$ cat src/rtl/bomb_scheduler.sv
// rtl/bomb_scheduler.sv - bomb placement, detonation and explosion-clear scheduler
module bomb_scheduler #(
  parameter int NB   = 4,
  parameter int FUSE = 3,
  parameter int HOLD = 2
) (
  input  logic       clk,
  input  logic       reset_n,
  input  logic       tick,
  input  logic       req_p1,
  input  logic       req_p2,
  input  logic [7:0] pos_p1,
  input  logic [7:0] pos_p2,
  input  logic [2:0] len_p1,
  input  logic [2:0] len_p2,
  output logic       gnt_p1,
  output logic       gnt_p2,
  output logic [7:0] rd_addr,
  input  logic [2:0] rd_wall,
  output logic       wr_en,
  output logic [7:0] wr_addr,
  output logic [2:0] wr_data,
  output logic       busy
);
  localparam int SW = (NB > 1) ? $clog2(NB) : 1;
  localparam logic [15:0] FUSE_V = 16'(FUSE);
  localparam logic [15:0] HOLD_V = 16'(HOLD);

  typedef enum logic [1:0] {S_IDLE, S_PLACE, S_EXP, S_CLR} state_t;
  typedef enum logic [1:0] {SL_FREE, SL_LIVE, SL_BURNT} slot_t;

  state_t        state;
  slot_t         sl_st  [NB];
  logic [15:0]   sl_cnt [NB];   // fuse while LIVE, hold while BURNT
  logic [7:0]    sl_pos [NB];
  logic [2:0]    sl_len [NB];   // stored already normalised to 1..7
  logic [2:0]    sl_ext [NB][4];

  logic [SW-1:0] cur;
  logic [2:0]    dir;           // 0 = centre, 1..4 = UP, DOWN, LEFT, RIGHT
  logic [2:0]    step;
  logic [7:0]    pl_pos;
  logic [2:0]    pl_len;
  logic          prefer_p2;

  logic [7:0]    cen;
  logic [1:0]    di;
  logic [2:0]    cur_ext;
  logic [4:0]    row, col, k5, nrow, ncol;
  logic          off_grid, blocked, in_step;
  logic [7:0]    cand;

  assign cen     = sl_pos[cur];
  assign di      = 2'(dir - 3'd1);
  assign cur_ext = sl_ext[cur][di];
  assign in_step = (state == S_EXP) && (dir != 3'd0);
  assign blocked = off_grid || (rd_wall != 3'd0);
  assign rd_addr = in_step ? cand : 8'd0;
  assign busy    = (state != S_IDLE);

  // Candidate cell step cells away from the centre; off_grid flags row/col wrap
  always_comb begin
    row      = {1'b0, cen[7:4]};
    col      = {1'b0, cen[3:0]};
    k5       = {2'b00, step};
    nrow     = row;
    ncol     = col;
    off_grid = 1'b0;
    case (dir)
      3'd1: begin off_grid = (row < k5); nrow = row - k5; end
      3'd2: begin nrow = row + k5; off_grid = (nrow > 5'd15); end
      3'd3: begin off_grid = (col < k5); ncol = col - k5; end
      3'd4: begin ncol = col + k5; off_grid = (ncol > 5'd15); end
      default: ;
    endcase
    cand = {nrow[3:0], ncol[3:0]};
  end

  // Grid write port, decoded from the current FSM position
  always_comb begin
    wr_en   = 1'b0;
    wr_addr = 8'd0;
    wr_data = 3'd0;
    case (state)
      S_PLACE: begin wr_en = 1'b1; wr_addr = pl_pos; wr_data = 3'd2; end
      S_EXP: begin
        if (dir == 3'd0) begin
          wr_en = 1'b1; wr_addr = cen; wr_data = 3'd7;
        end else if (!blocked) begin
          wr_en = 1'b1; wr_addr = cand; wr_data = 3'(dir + 3'd2);
        end
      end
      S_CLR: begin wr_en = 1'b1; wr_addr = (dir == 3'd0) ? cen : cand; wr_data = 3'd0; end
      default: ;
    endcase
  end

  logic          clr_hit, exp_hit, free_hit, conf1, conf2, g1, g2, pick_p2;
  logic [SW-1:0] clr_idx, exp_idx, free_idx;
  logic [2:0]    clr_nd;

  // Work selection (lowest index wins) and next non-empty arm for the clear pass
  always_comb begin
    clr_hit  = 1'b0; exp_hit = 1'b0; free_hit = 1'b0; conf1 = 1'b0; conf2 = 1'b0;
    clr_idx  = '0;   exp_idx = '0;   free_idx = '0;
    clr_nd   = 3'd0;
    for (int i = NB - 1; i >= 0; i--) begin
      if (sl_st[i] == SL_BURNT && sl_cnt[i] == 16'd0) begin clr_hit = 1'b1; clr_idx = SW'(i); end
      if (sl_st[i] == SL_LIVE && sl_cnt[i] == 16'd0) begin exp_hit = 1'b1; exp_idx = SW'(i); end
      if (sl_st[i] == SL_FREE) begin free_hit = 1'b1; free_idx = SW'(i); end
      if (sl_st[i] != SL_FREE && sl_pos[i] == pos_p1) conf1 = 1'b1;
      if (sl_st[i] != SL_FREE && sl_pos[i] == pos_p2) conf2 = 1'b1;
    end
    for (int d = 4; d >= 1; d--)
      if (d > int'(dir) && sl_ext[cur][d-1] != 3'd0) clr_nd = 3'(d);
  end

  assign g1      = req_p1 && free_hit && !conf1;
  assign g2      = req_p2 && free_hit && !conf2;
  assign pick_p2 = g2 && (!g1 || prefer_p2);

  // Slot table, timers and scheduling FSM
  always_ff @(posedge clk) begin
    if (!reset_n) begin
      state     <= S_IDLE;
      cur       <= '0;
      dir       <= 3'd0;
      step      <= 3'd0;
      pl_pos    <= 8'd0;
      pl_len    <= 3'd0;
      prefer_p2 <= 1'b0;
      gnt_p1    <= 1'b0;
      gnt_p2    <= 1'b0;
      for (int i = 0; i < NB; i++) begin
        sl_st[i]  <= SL_FREE;
        sl_cnt[i] <= 16'd0;
        sl_pos[i] <= 8'd0;
        sl_len[i] <= 3'd0;
        for (int j = 0; j < 4; j++) sl_ext[i][j] <= 3'd0;
      end
    end else begin
      gnt_p1 <= 1'b0;
      gnt_p2 <= 1'b0;
      if (tick)
        for (int i = 0; i < NB; i++)
          if (sl_st[i] != SL_FREE && sl_cnt[i] != 16'd0) sl_cnt[i] <= sl_cnt[i] - 16'd1;
      case (state)
        S_IDLE: begin
          if (clr_hit) begin
            state <= S_CLR; cur <= clr_idx; dir <= 3'd0; step <= 3'd0;
          end else if (exp_hit) begin
            state <= S_EXP; cur <= exp_idx; dir <= 3'd0; step <= 3'd0;
          end else if (g1 || g2) begin
            state     <= S_PLACE;
            cur       <= free_idx;
            pl_pos    <= pick_p2 ? pos_p2 : pos_p1;
            pl_len    <= pick_p2 ? ((len_p2 == 3'd0) ? 3'd1 : len_p2)
                                 : ((len_p1 == 3'd0) ? 3'd1 : len_p1);
            gnt_p1    <= !pick_p2;
            gnt_p2    <= pick_p2;
            prefer_p2 <= !pick_p2;
          end
        end
        S_PLACE: begin
          sl_st[cur]  <= SL_LIVE;
          sl_cnt[cur] <= FUSE_V;
          sl_pos[cur] <= pl_pos;
          sl_len[cur] <= pl_len;
          for (int j = 0; j < 4; j++) sl_ext[cur][j] <= 3'd0;
          state <= S_IDLE;
        end
        S_EXP: begin
          if (dir == 3'd0) begin
            dir <= 3'd1; step <= 3'd1;
          end else begin
            if (!blocked) begin
              sl_ext[cur][di] <= step;
              // an arm reaching another live bomb lights its fuse immediately
              for (int i = 0; i < NB; i++)
                if (sl_st[i] == SL_LIVE && sl_pos[i] == cand) sl_cnt[i] <= 16'd0;
            end
            if (blocked || step == sl_len[cur]) begin
              if (dir == 3'd4) begin
                sl_st[cur] <= SL_BURNT; sl_cnt[cur] <= HOLD_V; state <= S_IDLE; dir <= 3'd0;
              end else begin
                dir <= dir + 3'd1; step <= 3'd1;
              end
            end else begin
              step <= step + 3'd1;
            end
          end
        end
        S_CLR: begin
          if (dir != 3'd0 && step < cur_ext) begin
            step <= step + 3'd1;
          end else if (clr_nd != 3'd0) begin
            dir <= clr_nd; step <= 3'd1;
          end else begin
            sl_st[cur] <= SL_FREE; sl_cnt[cur] <= 16'd0; state <= S_IDLE; dir <= 3'd0;
          end
        end
        default: state <= S_IDLE;
      endcase
    end
  end
endmodule

$ cat config.mk
export PLATFORM = sky130hd
export DESIGN_NAME = bomb_scheduler
export DESIGN_NICKNAME = d
export VERILOG_FILES = /design/src/rtl/bomb_scheduler.sv
export SDC_FILE = /design/constraint.sdc
export NUM_CORES = 1
export LEC_CHECK = 0
export ABC_AREA = 1
export BUFFER_PORTS_ARGS = -buffer_cell sky130_fd_sc_hd__clkbuf_2
export CAP_MARGIN = 20
export CORE_UTILIZATION = 65
export CTS_BUF_LIST = sky130_fd_sc_hd__clkbuf_8
export CTS_CLUSTER_SIZE = 8
export DETAILED_ROUTE_END_ITERATION = 12
export HOLD_SLACK_MARGIN = 0.05
export PLACE_DENSITY = 0.92
export RECOVER_POWER = 25
export SLEW_MARGIN = 20
export SYNTH_ARGS = -nofsm -noshare
export SYNTH_HDL_FRONTEND = slang
export SYNTH_SLANG_ARGS = --single-unit
$ cat constraint.sdc
create_clock -name clk -period 4.4 [get_ports clk]
set_input_delay 0.88 -clock clk [delete_from_list [all_inputs] [get_ports clk]]
set_output_delay 0.88 -clock clk [all_outputs]
set_load 0.05 [all_outputs]
==> qor.csv, run 1 <==
metric,value,unit
vdd_drop_max,0.4093,mV
crit_fanout,9,
period_minus_slack,4.171,ns
clock_pin_slew_of_the_registers_on_the_worst_case_setup_and_hold_paths,0.11,ns
routed_wirelength,38720,microns
commonest_register_cell_after_synthesis,edfxtp_1,
timing.critical_path.from_type,flop,
layout_setup_ws,0.2285,ns
clock_latency,0.49,ns
run_status,completed,
routed_wire_length_per_instance,18.44,microns
crit_path_end,wr_addr[1],
worstSetupPathType,flop to output pin,
cts_tree,done,
vias,12617,
rsz0062_at_grt,no,
worst-r2r-cell-count,16,
ant_nets,0,
weighted_congestion_reported_at_the_end_of_routability_driven_placement,0.9913,
avgSynthCellArea,7.058,sq um
share_of_final_layout_standard_cells_stronger_than_drive_strength_1,0.08424,
synth_cell_types,49,
dr.pass1.iters,6,
grt_overflow_total,0,
synthSimpleGateAreaFrac,0.3501,
crit-reg2reg-launch,sl_pos[2][0]$_SDFFCE_PN0P_,
post_cts_hold_buffer_count,0,
required_time_at_the_worst_slack_endpoint,3.52,ns
synth_most_common_cell,nand2_1,
yosysWarningCount,0,
cts-root-to-sink-buffers,2,
final-hold-violation-count,0,
htree_levels,4,
coreArea,18890,sq um
regToRegEndpoint,sl_cnt[3][11]$_SDFFE_PP0P_,
adder_cell_fraction_of_synth_area,0.03994,
drt_first_iter_violations,1543,
initial_utilization,0.6699,
p_total,8.387,mW
via_count_of_the_first_global_routing_pass,11710,
top_level_port_count,53,
synth_area,12660,sq um
finalSetupViolations,0,
synth_common_cells,"438 x nand2_1, 273 x nor2_1, 220 x inv_1",
yosys_reg_bits,190,
post_dp_cell_area,13320,sq um
synth_sequential_area_ratio,0.3844,
clock-root-buffer,clkbuf_8,
fin_tns_setup,0,ns
max_cap_violations,0,
r2r_setup_slack,0.41,ns
pre_cts_slack,0.2853,ns
floorplan.die.height,141.5,microns
worst_hold_path_type,flop to flop,
synth-edff-count,106,
place.detailed.hpwl,29180,microns
yosys-mux-area-fraction,0,
pin_count_of_the_biggest_net_entering_global_routing,39,
post_synthesis_async_set_or_reset_flop_share,0,
final_area,13760,sq um
grt_use_total,0.3936,
syn2layout_area_growth,8.690,%
portBuffers,52,
layout.nets,1895,
worstSetupStartpoint,sl_pos[2][0]$_SDFFCE_PN0P_,
design.die.area,20030,sq um
antenna-diode-count,0,
die_width,141.5,microns
cp_data_arrival_time,3.29,ns
timing.max_slew.rel_slack,0.4215,
synthCells,1793,
cell_row_count,50,
main_combinational_cell_family_by_area_after_synthesis,simple AND/OR/NAND/NOR gates,
power_density,609.7,nW/um^2
synth_top_area_frac,0.2515,
max_freq,239.7,MHz
synthesis.nets,1861,
grt_antenna_before_repair,0,
transition_time_of_the_tightest_slew_check_pin,0.8657,ns
numCtsBuffers,17,
global_route_wire_length_before_repair,60590,microns
drt-vias-per-instance,6.008,
post-route-drc-count,0,
synth-xor-area-share,0.04983,
clock_skew,0.02110,ns
cts_num_sinks,190,
final_max_slew_viol_count,0,
crit_path_end_kind,output pin,
leakage,6.282,nW
fin_crit_sh,0.9481,
fraction_of_the_mapped_netlist_area_in_compound_gates,0.08542,
ys_top_cells_by_area,"edfxtp_1 25%, dfxtp_1 13%, nand2_1 13%, nor2_1 8.1%, nand3_1 7.2%",
yosysTopAreaCell,edfxtp_1,
area by class of cell:
type / instances / area (sq um)
clock buffer: 17 / 234.0
multi-input combinational: 1319 / 6690
tap: 260 / 325.3
sequential: 190 / 4868
inverter: 233 / 874.6
fill: 1510 / 5137
clock inverter: 15 / 153.9
timing repair buffer: 66 / 609.3
metal layers:
layer	share of wire	track usage	up-vias
met1	0.37	0.4928	5796
met2	0.47	0.6534	765
met5	0	0	-
met4	0.058	0.2179	0
met3	0.097	0.06075	161
li1	-	-	5895
worst min-delay path by stage:
stage               slack (ns)  cells past startpoint                         to                 startpoint
floorplan                 0.45                      2     prefer_p2$_SDFFE_PN0P_     prefer_p2$_SDFFE_PN0P_
finish                    0.51                      2     prefer_p2$_SDFFE_PN0P_     prefer_p2$_SDFFE_PN0P_
global route              0.53                      2  sl_cnt[3][1]$_SDFFE_PP0P_  sl_cnt[3][1]$_SDFFE_PP0P_
CTS                       0.50                      2     prefer_p2$_SDFFE_PN0P_     prefer_p2$_SDFFE_PN0P_
global placement          0.47                      2     prefer_p2$_SDFFE_PN0P_     prefer_p2$_SDFFE_PN0P_
detailed placement        0.49                      2     prefer_p2$_SDFFE_PN0P_     prefer_p2$_SDFFE_PN0P_
per-stage QoR:
step	util	std cells	hold slack (ns)
finish	0.7281	2100	0.5052
global route	0.7281	2100	0.5284
CTS	0.7258	2098	0.5015
detailed placement	0.7049	2066	0.4873
global placement	0.7049	2066	0.4652
floorplan	-	1793	0.4476
critical path, stage by stage (launching register included):
cell and delay [ns]:
edfxtp_1 0.56, nand2_1 0.13, nand3_1 0.07, nand2_1 0.11, inv_1 0.07, ha_1 0.21
fa_1 0.41, nand2_1 0.09, a21oi_1 0.06, nand2_1 0.08, nand2_1 0.09, nor2_4 0.14
nand2_1 0.12, nand3_4 0.15, o211ai_1 0.14, a21oi_2 0.21, buf_12 0.17
cell families (layout without fill, tap and decap cells):
logic type | count (synthesis) | in the layout
adders and majority gates | 38 | 38
AOI/OAI and AO/OA | 186 | 186
and+or+nand+nor | 1023 | 1023
DFF | 190 | 190
xor gates and xnor gates | 72 | 72
buffers and inverters | 284 | 331
registers in the layout, indices dropped and copies added, names as in the netlist, 3 cells and up, named ones only:
signal,count
sl_pos,32
sl_st,8
dir,3
pl_len,3
step,3
pl_pos,8
sl_len,12
sl_ext,48
sl_cnt,64
cell usage in the layout, fill, tap and decap left out, types with 7 or more instances in the layout:
master / instances
buf_4: 12
o21bai_1: 7
nor2_1: 273
clkbuf_8: 17
o22ai_1: 25
inv_2: 9
clkbuf_2: 32
o211ai_1: 9
nor3_1: 32
nand3_1: 181
a21oi_1: 38
nand3b_1: 7
nand2_2: 18
ha_1: 34
o21ai_1: 16
nand2_1: 438
a21oi_2: 8
inv_1: 220
edfxtp_1: 106
buf_12: 17
nor4_1: 8
dfxtp_1: 83
xor2_1: 66
nand4_1: 32
o21ai_0: 61
where the power goes:
group | switching (mW) | internal [mW]
registers | 0.348 | 2.24
clock network | 0.717 | 0.421
logic | 3.23 | 1.43
total | 4.29 | 4.10
repair_timing:
item	in CTS	in global routing
pin swaps	0	1
gates resized for setup	2	11
endpoints found under the setup margin	9	9
buffers inserted	0	2
(Power assumes the default switching activity.)
==> inputs of run 2 (changes only) <==
--- a/config.mk
+++ b/config.mk
@@ -8,6 +8,7 @@
 export ABC_AREA = 1
 export BUFFER_PORTS_ARGS = -buffer_cell sky130_fd_sc_hd__clkbuf_2
 export CAP_MARGIN = 20
+export CORE_ASPECT_RATIO = 1.2
 export CORE_UTILIZATION = 65
 export CTS_BUF_LIST = sky130_fd_sc_hd__clkbuf_8
 export CTS_CLUSTER_SIZE = 8
==> constraint.sdc (replaced) <==
create_clock -name clk -period 4.3 [get_ports clk]
set_input_delay 0.86 -clock clk [delete_from_list [all_inputs] [get_ports clk]]
set_output_delay 0.86 -clock clk [all_outputs]
set_load 0.05 [all_outputs]
==> run 2 against run 1 <==
Effect of this change:
- routed wire length grew 4.1%
- worst setup slack worse by 0.079 ns
- clock power is essentially flat
- final cell count up 0.29%
- register-to-register slack improved by 0.10 ns
- critical path depth is 1 higher
==> qor.csv, run 2 (same netlist as run 1, synthesis figures left out) <==
metric,value,unit,change
fin_crit_sh,0.9652,,
place.detailed.hpwl,30130,microns,was 29180 microns
clock-root-buffer,clkbuf_8,,unchanged
via_count_of_the_first_global_routing_pass,11888,,was 11710
vias,12706,,was 12617
coreArea,18990,sq um,was 18890 sq um
clock_skew,0.02198,ns,was 0.02110 ns
share_seq_of_total_power,0.303,,was 0.309
design.die.area,20040,sq um,was 20030 sq um
max_freq,240.9,MHz,
internal-power,4.242,mW,was 4.097 mW
dr.pass1.iters,7,,was 6
global_route_wire_length_before_repair,62330,microns,was 60590 microns
vdd_drop_max,0.3824,mV,was 0.4093 mV
cts-root-to-sink-buffers,2,,unchanged
fin_hold_ws,0.4924,ns,was 0.5052 ns
layout_commonest_cell,nand2_1,,unchanged
max_cap_violations,0,,unchanged
timing.max_slew.rel_slack,0.3304,,was 0.4215
cp_data_arrival_time,3.29,ns,about the same
portBuffers,52,,unchanged
r2r_setup_slack,0.51,ns,was 0.41 ns
combinationalPowerShare,0.567,,was 0.555
required_time_at_the_worst_slack_endpoint,3.44,ns,was 3.52 ns
grt_use_total,0.4141,,was 0.3936
post-route-drc-count,0,,unchanged
power_switching,4.485,mW,was 4.290 mW
cts_tree,done,,unchanged
power.share.clock,0.130,,was 0.136
antenna-diode-count,0,,unchanged
layout.nets,1905,,was 1895
min_to,prefer_p2$_SDFFE_PN0P_,,unchanged
die_width,129.4,microns,was 141.5 microns
drt_first_iter_violations,1434,,was 1543
post_cts_hold_buffer_count,0,,unchanged
fin_tns_setup,0,ns,unchanged
weighted_congestion_reported_at_the_end_of_routability_driven_placement,1.039,,was 0.9913
top_register,sl_cnt,,unchanged
worst-r2r-cell-count,21,,was 16
run_status,completed,,unchanged
drt-vias-per-instance,6.033,,was 6.008
crit_fanout,17,,was 9
power_density,631.6,nW/um^2,was 609.7 nW/um^2
htree_levels,4,,unchanged
min_from,prefer_p2$_SDFFE_PN0P_,,unchanged
transition_time_of_the_tightest_slew_check_pin,1.004,ns,was 0.8657 ns
largest_registers,"sl_cnt: 64 flops, sl_ext: 48 flops, sl_pos: 32 flops",,unchanged
initial_utilization,0.6663,,was 0.6699
cell_row_count,55,,was 50
floorplan.die.height,154.9,microns,was 141.5 microns
layout_common_cells,"438 x nand2_1, 273 x nor2_1, 220 x inv_1",,unchanged
share_of_final_layout_standard_cells_stronger_than_drive_strength_1,0.08973,,was 0.08424
final-hold-violation-count,0,,unchanged
final_max_slew_viol_count,0,,unchanged
cts_num_sinks,190,,unchanged
pin_count_of_the_biggest_net_entering_global_routing,30,,was 39
clock_latency,0.48,ns,was 0.49 ns
largest_reg_flops,64,,unchanged
ant_nets,0,,unchanged
regToRegEndpoint,sl_cnt[2][1]$_DFFE_PP_,,was sl_cnt[3][11]$_SDFFE_PP0P_
crit_path_end_kind,output pin,,unchanged
instances_no_fill,2106,,was 2100
worst_hold_path.num_cells,2,,unchanged
grt_overflow_total,0,,unchanged
numCtsBuffers,17,,unchanged
worstSetupPathType,flop to output pin,,unchanged
power_switching_share,0.5139,,was 0.5115
syn2layout_area_growth,9.165,%,was 8.690%
clock_pin_slew_of_the_registers_on_the_worst_case_setup_and_hold_paths,0.10,ns,was 0.11 ns
routed_wire_length_per_instance,19.14,microns,was 18.44 microns
finalSetupViolations,0,,unchanged
top_level_port_count,53,,unchanged
leakage,6.340,nW,was 6.282 nW
numPlacedInstances,2068,,was 2066
timing.critical_path.from_type,flop,,unchanged
grt_antenna_before_repair,0,,unchanged
period_minus_slack,4.150,ns,
worst_hold_path_type,flop to flop,,unchanged
routed_wirelength,40300,microns,was 38720 microns
run 2: worst max-delay path by stage:
stage	start	endpoint	slack [ns]	cells after the start
after global routing	flop	wr_addr[6]	-0.03	17
after floorplan	flop	wr_addr[0]	0.41	17
after global placement	sl_pos[2][0]$_SDFFCE_PN0P_	wr_addr[2]	0.54	16
after detailed placement	flop	wr_addr[5]	0.53	17
final	flop	wr_addr[6]	0.15	17
after CTS	flop	wr_addr[7]	0.12	17
run 2: cell type report:
| class | count | area (sq um) |
|---|---|---|
| inverters | 233 | 877.1 |
| repair buffers | 76 | 693.2 |
| multi-input cells | 1319 | 6699 |
| flip-flops and latches | 190 | 4866 |
| well taps | 256 | 320.3 |
| fillers | 1556 | 5177 |
| clock inverters | 15 | 126.4 |
| clock buffers | 17 | 234.0 |
run 2: power groups by stage:
stage | clock, mW | sequential [mW] | combinational (mW)
2_1_floorplan | 0 | 2.57 | 3.46
3_3_place_gp | 0 | 2.64 | 4.56
3_5_place_dp | 0 | 2.66 | 4.69
4_1_cts | 1.13 | 2.62 | 4.72
5_1_grt | 1.19 | 2.67 | 5.42
6_report | 1.13 | 2.64 | 4.95
run 2: through the flow:
| stage | utilization | instance area [sq um] | setup slack [ns] | power (mW) |
|---|---|---|---|---|
| 4_1_cts | 0.7225 | 13720 | 0.1204 | 8.469 |
| 6_report | 0.7274 | 13820 | 0.1496 | 8.726 |
| 3_3_place_gp | 0.7033 | 13360 | 0.5372 | 7.195 |
| 5_1_grt | 0.7274 | 13820 | -0.03107 | 9.287 |
| 3_5_place_dp | 0.7033 | 13360 | 0.5279 | 7.348 |
| 2_1_floorplan | - | 12660 | 0.4092 | 6.027 |
run 2: per-layer routing:
layer / vias up / routed length [microns] / track usage
li1: 5921 / - / -
met1: 5793 / 14310 / 0.4869
met2: 794 / 18910 / 0.6807
met3: 198 / 4163 / 0.08597
met4: 0 / 2918 / 0.2751
met5: - / 0 / 0
run 2: worst max-delay path, stage by stage (launching register included):
cell	delay, ns
dfxtp_2	0.38
buf_6	0.18
nand2_1	0.06
nand3_1	0.13
nand2_1	0.15
inv_1	0.09
ha_1	0.14
inv_1	0.06
fa_1	0.38
inv_1	0.06
nand2_1	0.06
nand3_1	0.09
nand3_1	0.19
nand2_4	0.21
inv_1	0.13
o211ai_1	0.21
a21oi_2	0.10
buf_12	0.19
run 2: repair_timing:
item / CTS / global route
gates resized for setup: 1 / 17
gates cloned: 0 / 0
pin swaps: 0 / 1
setup endpoints to repair: 3 / 9
setup buffers: 0 / 6
==> inputs of run 3 (changes only) <==
--- a/config.mk
+++ b/config.mk
@@ -11,6 +11,7 @@
 export CORE_ASPECT_RATIO = 1.2
 export CORE_UTILIZATION = 65
 export CTS_BUF_LIST = sky130_fd_sc_hd__clkbuf_8
+export CTS_CLUSTER_DIAMETER = 30
 export CTS_CLUSTER_SIZE = 8
 export DETAILED_ROUTE_END_ITERATION = 12
 export HOLD_SLACK_MARGIN = 0.05
==> constraint.sdc (replaced) <==
create_clock -name clk -period 4 [get_ports clk]
set_input_delay 0.8 -clock clk [delete_from_list [all_inputs] [get_ports clk]]
set_output_delay 0.8 -clock clk [all_outputs]
set_load 0.05 [all_outputs]
==> run 3 against run 2 <==
Effect of this change:
- flip-flop and latch count is the same
- worst setup slack lost 0.070 ns
- utilization is 1.7 points higher
- routed wire length up 4.9%
- critical path depth unchanged
- die area did not move
- final cell count increased by 0.90%
- sequential share of layout area fell by 0.77 points
- count of clock-buffer cells in the layout unchanged
- worst hold slack better by 0.0070 ns
- global-route usage grew 1.8 points
- total power is 11% higher
- critical endpoint is now wr_addr[4]
==> qor.csv, run 3 (same netlist as run 1, synthesis figures left out) <==
metric,value,unit,change
drt_first_iter_violations,1473,,was 1434
internal-power,4.708,mW,was 4.242 mW
final_area,14140,sq um,was 13820 sq um
vias,12977,,was 12706
layout_commonest_cell,nand2_1,,unchanged
largest_reg_flops,64,,unchanged
cp_data_arrival_time,3.12,ns,was 3.29 ns
die_width,129.4,microns,unchanged
share_of_final_layout_standard_cells_stronger_than_drive_strength_1,0.1113,,was 0.08973
critical_path.max_stage_delay,0.38,ns,about the same
final-hold-violation-count,0,,unchanged
fin_tns_setup,0,ns,unchanged
period_minus_slack,3.920,ns,
pre_cts_slack,0.2104,ns,was 0.5279 ns
ant_nets,0,,unchanged
timing.max_slew.rel_slack,0.2920,,was 0.3304
clock_latency,0.51,ns,was 0.48 ns
via_count_of_the_first_global_routing_pass,12093,,was 11888
post-route-drc-count,0,,unchanged
power_density,683.5,nW/um^2,was 631.6 nW/um^2
transition_time_of_the_tightest_slew_check_pin,1.062,ns,was 1.004 ns
crit_slowest_cell,dfxtp_4,,was dfxtp_2
coreArea,18990,sq um,unchanged
initial_utilization,0.6663,,unchanged
max_freq,255.1,MHz,
leakage,6.497,nW,was 6.340 nW
grt_overflow_total,0,,unchanged
share_seq_of_total_power,0.293,,was 0.303
fill_cells,1463,,was 1556
layout_common_cells,"432 x nand2_1, 273 x nor2_1, 220 x inv_1",,"was 438 x nand2_1, 273 x nor2_1, 220 x inv_1"
drt-vias-per-instance,6.107,,was 6.033
floorplan.die.height,154.9,microns,unchanged
design.die.area,20040,sq um,unchanged
numCtsBuffers,17,,unchanged
clock_skew,0.02087,ns,was 0.02198 ns
cts-root-to-sink-buffers,2,,unchanged
power_switching_share,0.5128,,was 0.5139
cts_tree,done,,unchanged
vdd_drop_max,0.4686,mV,was 0.3824 mV
timing.critical_path.from_type,flop,,unchanged
syn2layout_area_growth,11.73,%,was 9.165%
global_route_wire_length_before_repair,64330,microns,was 62330 microns
timing.critical_path.cells,"buf_8, nand2_1, nand3_1, nand2_2, inv_1, ha_2, fa_2, nand2_1, a21oi_1, nand2_1, nand2_2, nor2_4, nand2_4, nand3_4, o211ai_1, a21oi_2, buf_12",,"was buf_6, nand2_1, nand3_1, nand2_1, inv_1, ha_1, inv_1, fa_1, inv_1, nand2_1, nand3_1, nand3_1, nand2_4, inv_1, o211ai_1, a21oi_2, buf_12"
top_level_port_count,53,,unchanged
routed_wirelength,42260,microns,was 40300 microns
fin_crit_sh,0.9801,,
final_max_slew_viol_count,0,,unchanged
clock-root-buffer,clkbuf_8,,unchanged
power_switching,4.956,mW,was 4.485 mW
crit_path_end_kind,output pin,,unchanged
weighted_congestion_reported_at_the_end_of_routability_driven_placement,1.033,,was 1.039
worst_hold_path_type,flop to flop,,unchanged
max_cap_violations,0,,unchanged
worstSetupPathType,flop to output pin,,unchanged
antenna-diode-count,0,,unchanged
layout.nets,1924,,was 1905
layout_setup_ws,0.07960,ns,was 0.1496 ns
finalSetupViolations,0,,unchanged
pin_count_of_the_biggest_net_entering_global_routing,41,,was 30
htree_levels,4,,unchanged
timing.critical_path.mode_cell,nand2_1,,was inv_1
clock_pin_slew_of_the_registers_on_the_worst_case_setup_and_hold_paths,0.11,ns,was 0.10 ns
portBuffers,52,,unchanged
run_status,completed,,unchanged
post_dp_cell_area,13450,sq um,was 13360 sq um
cell_row_count,55,,unchanged
required_time_at_the_worst_slack_endpoint,3.20,ns,was 3.44 ns
grt_antenna_before_repair,0,,unchanged
dr.pass1.iters,6,,was 7
top_register,sl_cnt,,unchanged
cts_num_sinks,190,,unchanged
crit_fanout,15,,was 17
routed_wire_length_per_instance,19.89,microns,was 19.14 microns
grt_use_total,0.4318,,was 0.4141
power.share.clock,0.138,,was 0.130
combinationalPowerShare,0.569,,was 0.567
largest_registers,"sl_cnt: 64 flops, sl_ext: 48 flops, sl_pos: 32 flops",,unchanged
place.detailed.hpwl,31320,microns,was 30130 microns
run 3: repair_timing:
item / CTS / global route
endpoints found under the hold margin: 0 / 0
cloned: 0 / 1
hold buffers: 0 / 0
setup buffers: 1 / 13
pin swaps: 2 / 13
endpoints found under the setup margin: 9 / 16
resized for setup: 11 / 36
run 3: routing by layer:
layer | up-vias | wire, microns | GRT usage
li1 | 5972 | - | -
met1 | 5947 | 15130 | 0.5059
met2 | 847 | 19750 | 0.6989
met3 | 211 | 3983 | 0.08666
met4 | 0 | 3396 | 0.3204
met5 | - | 0 | 0
run 3: worst max-delay path, delay by kind of cell (launching register included):
family	cells	cell delay, ns
compound gates	3	0.42
fa+ha+maj	2	0.57
buf+inv	3	0.39
flops	1	0.38
simple gates	9	0.85
run 3: worst paths after layout:
kind,startpoint,endpoint,slack (ns),depth (start not counted)
min,prefer_p2$_SDFFE_PN0P_,prefer_p2$_SDFFE_PN0P_,0.50,2
min reg2reg,prefer_p2$_SDFFE_PN0P_,prefer_p2$_SDFFE_PN0P_,0.50,2
max reg2reg,flop,sl_cnt[2][2]$_SDFFE_PP0P_,0.30,21
max,flop,wr_addr[4],0.08,17
run 3: cell type report:
| cell class | instances | area [sq um] | area share |
|---|---|---|---|
| clock inverters | 15 | 176.4 | 0.01248 |
| inverters | 233 | 877.1 | 0.06203 |
| repair buffers | 94 | 850.8 | 0.06017 |
| well taps | 256 | 320.3 | 0.02265 |
| clock buffers | 17 | 234.0 | 0.01655 |
| multi-input cells | 1320 | 6810 | 0.4816 |
| flip-flops and latches | 190 | 4871 | 0.3445 |
run 3: power by group through the flow:
stage               registers (mW)  clock network (mW)  logic (mW)
floorplan                     2.76                   0        3.72
global placement              2.83                   0        4.95
detailed placement            2.85                   0        5.09
CTS                           2.81                1.32        5.17
global route                  2.86                1.39        5.99
finish                        2.84                1.33        5.50
run 3: per-stage QoR:
step	cells	hold slack [ns]	utilization	power (mW)
after floorplan	1793	0.4476	-	6.479
after global placement	2078	0.4791	0.7080	7.781
after detailed placement	2078	0.4856	0.7080	7.938
after CTS	2111	0.5008	0.7324	9.301
after global routing	2125	0.5258	0.7445	10.24
final	2125	0.4994	0.7445	9.664
